<file path="config.mk">
export PLATFORM = sky130hd
export DESIGN_NAME = token_rr_scheduler
export DESIGN_NICKNAME = d
export VERILOG_FILES = /design/src/rtl/token_sched_pkg.sv /design/src/rtl/rr_arbiter.sv /design/src/rtl/token_rr_scheduler.sv
export SDC_FILE = /design/constraint.sdc
export NUM_CORES = 1
export LEC_CHECK = 0
export ABC_CLOCK_PERIOD_IN_PS = 5300
export BUFFER_PORTS_ARGS = -buffer_cell sky130_fd_sc_hd__buf_2
export CAP_MARGIN = 20
export CORE_UTILIZATION = 59
export CTS_CLUSTER_SIZE = 25
export DETAILED_ROUTE_END_ITERATION = 16
export PLACE_DENSITY = 0.83
export SLEW_MARGIN = 30
export SYNTH_ARGS = -nofsm -noshare
export SYNTH_HDL_FRONTEND = slang
export SYNTH_SLANG_ARGS = --single-unit
</file>
<file path="constraint.sdc">
create_clock -name clk -period 5.3 [get_ports clk]
set_input_delay 1.06 -clock clk [delete_from_list [all_inputs] [get_ports clk]]
set_output_delay 1.06 -clock clk [all_outputs]
set_load 0.005 [all_outputs]
</file>
<file path="src/rtl/token_sched_pkg.sv">
`default_nettype none
// ============================================================================
//  Module      : token_sched_pkg
//  Description : Shared types and constants for the token round-robin
//                scheduler (FSM state encoding, default decimation ratio).
//  Revision    : 1.0 - initial release
// ============================================================================
package token_sched_pkg;

    // Scheduler operating states
    typedef enum logic [1:0] {
        IDLE  = 2'd0,
        RUN   = 2'd1,
        DRAIN = 2'd2
    } sched_state_t;

    // Ratio loaded at reset: keep every second token
    localparam int DEFAULT_RATIO = 2;

endpackage : token_sched_pkg
`default_nettype wire

</file>
<file path="src/rtl/rr_arbiter.sv">
`default_nettype none
// ============================================================================
//  Module      : rr_arbiter
//  Description : Combinational round-robin picker. Searches req starting one
//                position after ptr (wrapping modulo N) and returns the first
//                set bit as a one-hot vector and as an index. onehot is all
//                zero when req is all zero.
//  Revision    : 1.0 - initial release
// ============================================================================
module rr_arbiter #(
    parameter  int N     = 4,
    localparam int IDX_W = $clog2(N)
) (
    input  logic [N-1:0]     req,
    input  logic [IDX_W-1:0] ptr,
    output logic [N-1:0]     onehot,
    output logic [IDX_W-1:0] idx
);

    logic [IDX_W:0] w_cand;
    logic           w_found;

    // Walk the N candidates in priority order: ptr+1, ptr+2, ... ptr (wrapped)
    always_comb begin
        onehot  = '0;
        idx     = '0;
        w_found = 1'b0;
        w_cand  = '0;
        for (int i = 1; i <= N; i++) begin
            // ptr < N and i <= N, so one subtraction is enough to wrap
            w_cand = {1'b0, ptr} + (IDX_W+1)'(i);
            if (w_cand >= (IDX_W+1)'(N)) begin
                w_cand = w_cand - (IDX_W+1)'(N);
            end
            if (!w_found && req[w_cand[IDX_W-1:0]]) begin
                w_found = 1'b1;
                idx     = w_cand[IDX_W-1:0];
            end
        end
        if (w_found) begin
            onehot[idx] = 1'b1;
        end
    end

endmodule : rr_arbiter
`default_nettype wire

</file>
<file path="src/rtl/token_rr_scheduler.sv">
`default_nettype none
// ============================================================================
//  Module      : token_rr_scheduler
//  Description : Decimates a serial token stream (keeps 1 of every ratio
//                tokens), stores kept tokens in a small bucket and hands them
//                to N_REQ requesters round-robin, one grant pulse per token.
//                All outputs are registered.
//  Revision    : 1.0 - initial release
// ============================================================================
module token_rr_scheduler
    import token_sched_pkg::*;
#(
    parameter  int N_REQ      = 4,
    parameter  int RATIO_W    = 4,
    parameter  int BUCKET_MAX = 7,
    localparam int LVL_W      = $clog2(BUCKET_MAX + 1)
) (
    input  logic               clk,
    input  logic               rst,
    input  logic               en,
    input  logic               a,
    input  logic               cfg_we,
    input  logic [RATIO_W-1:0] cfg_ratio,
    input  logic [N_REQ-1:0]   req,
    output logic [N_REQ-1:0]   gnt,
    output logic               drop,
    output logic               cfg_err,
    output logic [LVL_W-1:0]   level,
    output logic               busy
);

    localparam int                 c_IDX_W     = $clog2(N_REQ);
    localparam logic [LVL_W-1:0]   c_LVL_MAX   = LVL_W'(BUCKET_MAX);
    localparam logic [RATIO_W-1:0] c_RATIO_ONE = RATIO_W'(1);
    localparam logic [RATIO_W-1:0] c_RATIO_RST = RATIO_W'(DEFAULT_RATIO);
    localparam logic [c_IDX_W-1:0] c_PTR_RST   = c_IDX_W'(N_REQ - 1);

    // Registered state
    sched_state_t        r_state;
    logic [RATIO_W-1:0]  r_ratio;
    logic [RATIO_W-1:0]  r_tok_cnt;
    logic [c_IDX_W-1:0]  r_rr_ptr;
    logic [LVL_W-1:0]    r_level;
    logic [N_REQ-1:0]    r_gnt;
    logic                r_drop;
    logic                r_cfg_err;
    logic                r_busy;

    // Next-state / decision wires
    sched_state_t        w_state_nxt;
    logic [RATIO_W-1:0]  w_ratio_nxt;
    logic [RATIO_W-1:0]  w_tok_cnt_nxt;
    logic [LVL_W-1:0]    w_level_nxt;
    logic                w_drop_nxt;
    logic                w_active;
    logic                w_grant;
    logic                w_kept;
    logic [N_REQ-1:0]    w_arb_onehot;
    logic [c_IDX_W-1:0]  w_arb_idx;

    rr_arbiter #(
        .N      (N_REQ)
    ) u_arb (
        .req    (req),
        .ptr    (r_rr_ptr),
        .onehot (w_arb_onehot),
        .idx    (w_arb_idx)
    );

    // Decide this edge's keep/grant and derive every next-state value
    always_comb begin
        w_active      = (r_state == RUN) || (r_state == DRAIN);
        // Grants only come out of tokens already counted in the bucket
        w_grant       = w_active && (r_level != '0) && (|req);
        w_kept        = (r_state == RUN) && a && (r_tok_cnt == (r_ratio - c_RATIO_ONE));

        w_ratio_nxt   = r_ratio;
        w_tok_cnt_nxt = r_tok_cnt;
        if (r_state == IDLE) begin
            if (cfg_we) begin
                w_ratio_nxt   = (cfg_ratio == '0) ? c_RATIO_ONE : cfg_ratio;
                w_tok_cnt_nxt = '0;
            end
        end else if ((r_state == RUN) && a) begin
            w_tok_cnt_nxt = w_kept ? '0 : (r_tok_cnt + c_RATIO_ONE);
        end

        // Simultaneous keep and grant cancel out, even with a full bucket
        w_level_nxt = r_level;
        w_drop_nxt  = 1'b0;
        if (w_kept && !w_grant) begin
            if (r_level == c_LVL_MAX) begin
                w_drop_nxt = 1'b1;
            end else begin
                w_level_nxt = r_level + LVL_W'(1);
            end
        end else if (!w_kept && w_grant) begin
            w_level_nxt = r_level - LVL_W'(1);
        end

        w_state_nxt = r_state;
        case (r_state)
            IDLE: begin
                if (en) w_state_nxt = RUN;
            end
            RUN: begin
                if (!en) w_state_nxt = (r_level != '0) ? DRAIN : IDLE;
            end
            DRAIN: begin
                if (en)                     w_state_nxt = RUN;
                else if (w_level_nxt == '0) w_state_nxt = IDLE;
            end
            default: w_state_nxt = IDLE;
        endcase
    end

    // Scheduler FSM with all its registered outputs; reset is asynchronous
    always_ff @(posedge clk or posedge rst) begin
        if (rst) begin
            r_state   <= IDLE;
            r_ratio   <= c_RATIO_RST;
            r_tok_cnt <= '0;
            r_rr_ptr  <= c_PTR_RST;
            r_level   <= '0;
            r_gnt     <= '0;
            r_drop    <= 1'b0;
            r_cfg_err <= 1'b0;
            r_busy    <= 1'b0;
        end else begin
            r_state   <= w_state_nxt;
            r_ratio   <= w_ratio_nxt;
            r_tok_cnt <= w_tok_cnt_nxt;
            r_level   <= w_level_nxt;
            r_drop    <= w_drop_nxt;
            r_cfg_err <= cfg_we && (r_state != IDLE);
            r_busy    <= (w_state_nxt != IDLE);
            if (w_grant) begin
                r_gnt    <= w_arb_onehot;
                r_rr_ptr <= w_arb_idx;
            end else begin
                r_gnt    <= '0;
            end
        end
    end

    assign gnt     = r_gnt;
    assign drop    = r_drop;
    assign cfg_err = r_cfg_err;
    assign level   = r_level;
    assign busy    = r_busy;

endmodule : token_rr_scheduler
`default_nettype wire

</file>
# Word level (Yosys, flattened, before mapping)
# Cells that the tools add are included.
# totals
inputBits,13
word_cells,103
ff_bits,22
out_inout_bits,10
# classes
n_reduce_logical,27
magnitude_cmp,10
n_eq_ne,5
n_addsub,12
muxes,40
# ops
cell,n
4-bit two-way mux,7
2-bit two-way mux,13
2-bit by 3-bit < comparator with 1-bit output (second input constant),5
3-bit >= comparator (second input constant),4
1-bit logical AND,11
1-bit two-way mux,11
3-bit two-way mux,3
1-bit binary-select mux with 2-bit select,4
2-bit by 1-bit subtractor with 2-bit output (second input constant),4
2-bit by 2-bit adder with 3-bit output (second input constant),2
2-bit case mux with 3 select lines,1
2-bit nonzero test,3
1-bit logical NOT,5
4-bit by 1-bit adder with 4-bit output (second input constant),1
4-bit == test,1
4-bit logical NOT,1
2-bit AND reduction,2
4-bit OR reduction,1
4-bit by 1-bit subtractor with 4-bit output (second input constant),1
2-bit by 1-bit adder with 3-bit output (second input constant),1
2-bit by 3-bit adder with 3-bit output (second input constant),1
3-bit by 1-bit adder with 3-bit output (second input constant),1
3-bit == test (second input constant),1
3-bit logical NOT,1
9 further kinds,9

# Logic depth before layout (Yosys ltp)
# depth
word_depth,21
depth_mapped,8
ltp_nobuf,8

# By module
# From an unflattened synthesis, not the netlist that was laid out.
# hier_totals
cells_unflattened,163
hier_area_um2,1540.2
# modules_own_cells
module,cells_per_inst,n_inst,seq_area_each_um2,area_each_um2
token_rr_scheduler,130,1,554.3,1321.3
rr_arbiter,33,1,0.0,219.0

# Least setup slack after synthesis
# OpenSTA, ideal clock, no wires.
# synth_timing
path_type,input -> register
from,in req[1]
to,reg r_busy (netlist: busy)
path_stages,6
slack_ns,2.654
arrival_time_ns,2.517
setup_time_ns,0.129
cell_sequence,or4_4 > a32oi_1 > mux2i_1 > mux2i_4 > a31oi_4 > o211ai_2
# synth_between
elab_chain_cells,10
elab_cells_between_ends,12
cone_classes,5 x mux; 7 x reduce/logical
# synth_lines
element,line_no,source
from (decl),token_rr_scheduler.sv:24,"input logic [N_REQ-1:0] req,"
4-bit OR reduction (*),token_rr_scheduler.sv:74,w_grant = w_active && (r_level != '0) && (|req);
1-bit logical AND (*),token_rr_scheduler.sv:74,
1-bit logical AND / 1-bit logical NOT (equally long branches),"token_rr_scheduler.sv:97, token_rr_scheduler.sv:91",
3-bit two-way mux / 1-bit logical AND (equally long branches),"token_rr_scheduler.sv:97, token_rr_scheduler.sv:91",
3-bit two-way mux (*),token_rr_scheduler.sv:91,if (w_kept && !w_grant) begin
via w_level_nxt[1],token_rr_scheduler.sv:53,logic [LVL_W-1:0] w_level_nxt;
3-bit logical NOT (*),token_rr_scheduler.sv:111,else if (w_level_nxt == '0) w_state_nxt = IDLE;
2-bit two-way mux (*),token_rr_scheduler.sv:111,
2-bit two-way mux (*),token_rr_scheduler.sv:110,if (en) w_state_nxt = RUN;
2-bit case mux with 3 select lines (*),token_rr_scheduler.sv:102,case (r_state)
2-bit nonzero test (*),token_rr_scheduler.sv:136,r_busy <= (w_state_nxt != IDLE);
to (signal assigned),token_rr_scheduler.sv:136,
to (decl),token_rr_scheduler.sv:47,logic r_busy;
# Mark *: on every way through the listed nets, which the timed path passes. The rest lies on a longest branch.
# A chain may end at the register's enable or synchronous reset.

# Worst setup path in the final report
# Same ends and word-level chain as after synthesis.

==> metrics.md <==
| Metric | Value |
|---|---|
| Sequential area share after synthesis | 0.4113 |
| Vias in the first global route | 1094 |
| Setup crit start kind | primary input |
| Die area | 0.002479 mm^2 |
| Unrepaired setup endpoints after global routing | no |
| Clock sinks | 22 |
| Peak supply drop | roughly 420 uV |
| Post-cts sizing count | 0 |
| Input/output buffers | 22 |
| Final hold vios | 0 |
| Detailed-router iteration count before antenna repair | 6 |
| Largest net degree at the start of global routing | 23 |
| Routability cong. | 0.8395 |
| Gr usage total | 0.2640 |
| Antenna-violating nets left | 0 |
| Clock buffer depth | 2 |
| Crit path max fanout | 4 |
| Synth Instances | 136 |
| Final #Nets | 184 |
| Setup TNS | 0 ps |
| Total wire length | approximately 2800 um |
| HPWL after detailed placement | a little over 2000 um |
| CTS HTree Levels | 1 |
| Worst EP required | between 5000 and 6000 ps |
| CP Class | primary input to register |
| Num ports | 23 |
| #FFs+latches synth | 22 |
| LEAKAGE | 0.7358 nW |
| Critical Path Sink Type | register |
| Ant. Diodes | 0 |
| # setup viols final | 0 |
| Worst skew pair latency | about 330 ps |
| MaxCap Viol Count | 0 |
| Number of flops mapped to enable cells by yosys | 0 |
| Post-synth cell types | between 40 and 50 |
| Power per cell area | 600.1 mW/mm^2 |
| Die W | roughly 50 um |
| # Post-CTS Setup Buffers | 0 |
| Initial antenna violation count | 0 |
| CTS tree | done |
| Initial drt markers | 37 |
| Core box area | just over 0.002 mm^2 |
| Post-route minimum period | approximately 2500 ps |
| Hold_buf cts | 0 |
| Period utilization | 0.4733 |
| Fin. max-slew vios | 0 |
| Wire per inst | 14.94 um |
| Vias per cell | 5.755 |
| Post-Syn Area per Cell | slightly below 10 um^2 |
| Dpl ws | 2457 ps |
| Synth top area cells | dfrtp_1 35%, ha_1 8.4%, dfstp_2 5.8% |
| Yosys top cell by area | dfrtp_1 |
| Synth async-reset ratio | 1.000 |
| Area share of the largest cell type after synthesis | 0.3528 |
| F_max | about 400 MHz |
| Die height | 49.79 um |
| Clk root buf | clkbuf_4 |
| Crit path arrival time | 2740 ps |
| Final Skew | 12.29 ps |
| Clk slew on worst S/H paths | 140 ps |
| Min-Delay Path Class | register to register |
| Vias | between 1000 and 1500 |
| Synthesis Warnings | 0 |
| FP Rows | 16 |
| Final worst slack | about 2800 ps |
| Synth Flop Type | dfrtp_1 |
| TritonCTS Buffers | 3 |
| Global route overflow | 0 |
| Outcome | finished clean |
| Worst-margin pin slew | 811.3 ps |
| Max_slew headroom | 0.4585 |
| Initial cell density of the core | 0.6535 |
| Layout area overhead | 14.02% |
| Syn_nets | 158 |
| Layout cells sized above 1 | 0.2733 |
| Netlist Area Pre-Place | 0.001348 mm^2 |
| Drt drc | 0 |
| Global-route wire length before repair | 4871 um |
## flip-flops by register name, indices dropped and copies added, names as in the netlist, 2 cells and up
signal     count
gnt            4
r_ratio        4
r_tok_cnt      4
level          3
r_rr_ptr       2
r_state        2
## path summary, 6_finish.rpt
path	startpoint	end	slack (ps)	depth (start not counted)
max	req[1]	busy	2790	7
max in group asynchronous	rst	r_ratio[0]	3930	2
min in group asynchronous	rst	drop	860	2
max reg2reg	level[0]	busy	2880	8
min	r_rr_ptr[1]	r_rr_ptr[1]	520	2
min reg2reg	r_rr_ptr[1]	r_rr_ptr[1]	520	2
## critical path, cell delays in order
cell and delay, ps:
buf_2 120, or4_4 550, a32oi_1 280, mux2i_1 310, mux2i_4 120, a31oi_4 190
o211ai_2 100
## Yosys cell counts, drive strengths merged, types with 4 or more instances
cell type  count
nor3           4
xnor2          4
mux2           4
a21oi          4
inv           12
o21ai         14
dfrtp         19
nand3          5
nor2           8
ha             9
nand2         15
## cells in the final DEF, fill, tap and decap left out, types with 4 or more instances in the layout
| master | count |
|---|---|
| a21oi_1 | 4 |
| buf_2 | 22 |
| dfrtp_1 | 19 |
| ha_1 | 9 |
| inv_1 | 12 |
| nand2_1 | 15 |
| nand3_1 | 5 |
| nor2_1 | 8 |
| nor3_1 | 4 |
| o21ai_0 | 12 |
| xnor2_1 | 4 |
## power breakdown
part,internal (mW),switching (mW)
Sequential,0.244,0.0629
Clock,0.0765,0.0562
Combinational,0.221,0.262
## routing by layer
layer | track usage | part of all wire | wire length, um | up-vias
met3 | 0.06481 | 0.037 | 105 | 13
met4 | 0.1143 | 0.028 | 78 | 0
li1 | - | - | - | 521
met2 | 0.4527 | 0.51 | 1433 | 28
met1 | 0.3106 | 0.42 | 1189 | 520
met5 | 0 | 0 | 0 | -
## cells by family (layout without fill, tap and decap cells)
family	Yosys count	in the layout	share of synthesized area
AND/OR/NAND/NOR	46	46	0.1820
AO/OA/AOI/OAI	32	32	0.1597
flip-flops	22	22	0.4113
buffers and inverters	13	38	0.03900
adder cells (fa/ha/maj)	9	9	0.08357
XOR/XNOR	7	7	0.05664
multiplexers	7	7	0.06778
## metrics by stage
stage                     instances  utilization  hold WS (ps)  area, um^2  power (mW)
after global placement          184       0.7197         489.3        1484      0.7539
after floorplan                 136            -         468.0        1348      0.6661
after global routing            188       0.7451         562.0        1536      0.9933
after CTS                       188       0.7451         516.1        1536      0.9183
after detailed placement        184       0.7197         501.6        1484      0.7806
final                           188       0.7451         522.2        1536      0.9220
## final cells by class
cell class                      instances  area, um^2
Multi-Input combinational cell        101       740.7
Sequential cell                        22       554.3
Fill cell                             140       525.5
Timing Repair Buffer                   22       110.1
Inverter                               12       45.04
Tap cell                               27       33.78
Clock inverter                          1       30.03
Clock buffer                            3       22.52
No activity file was read; power rests on OpenSTA's default activity.
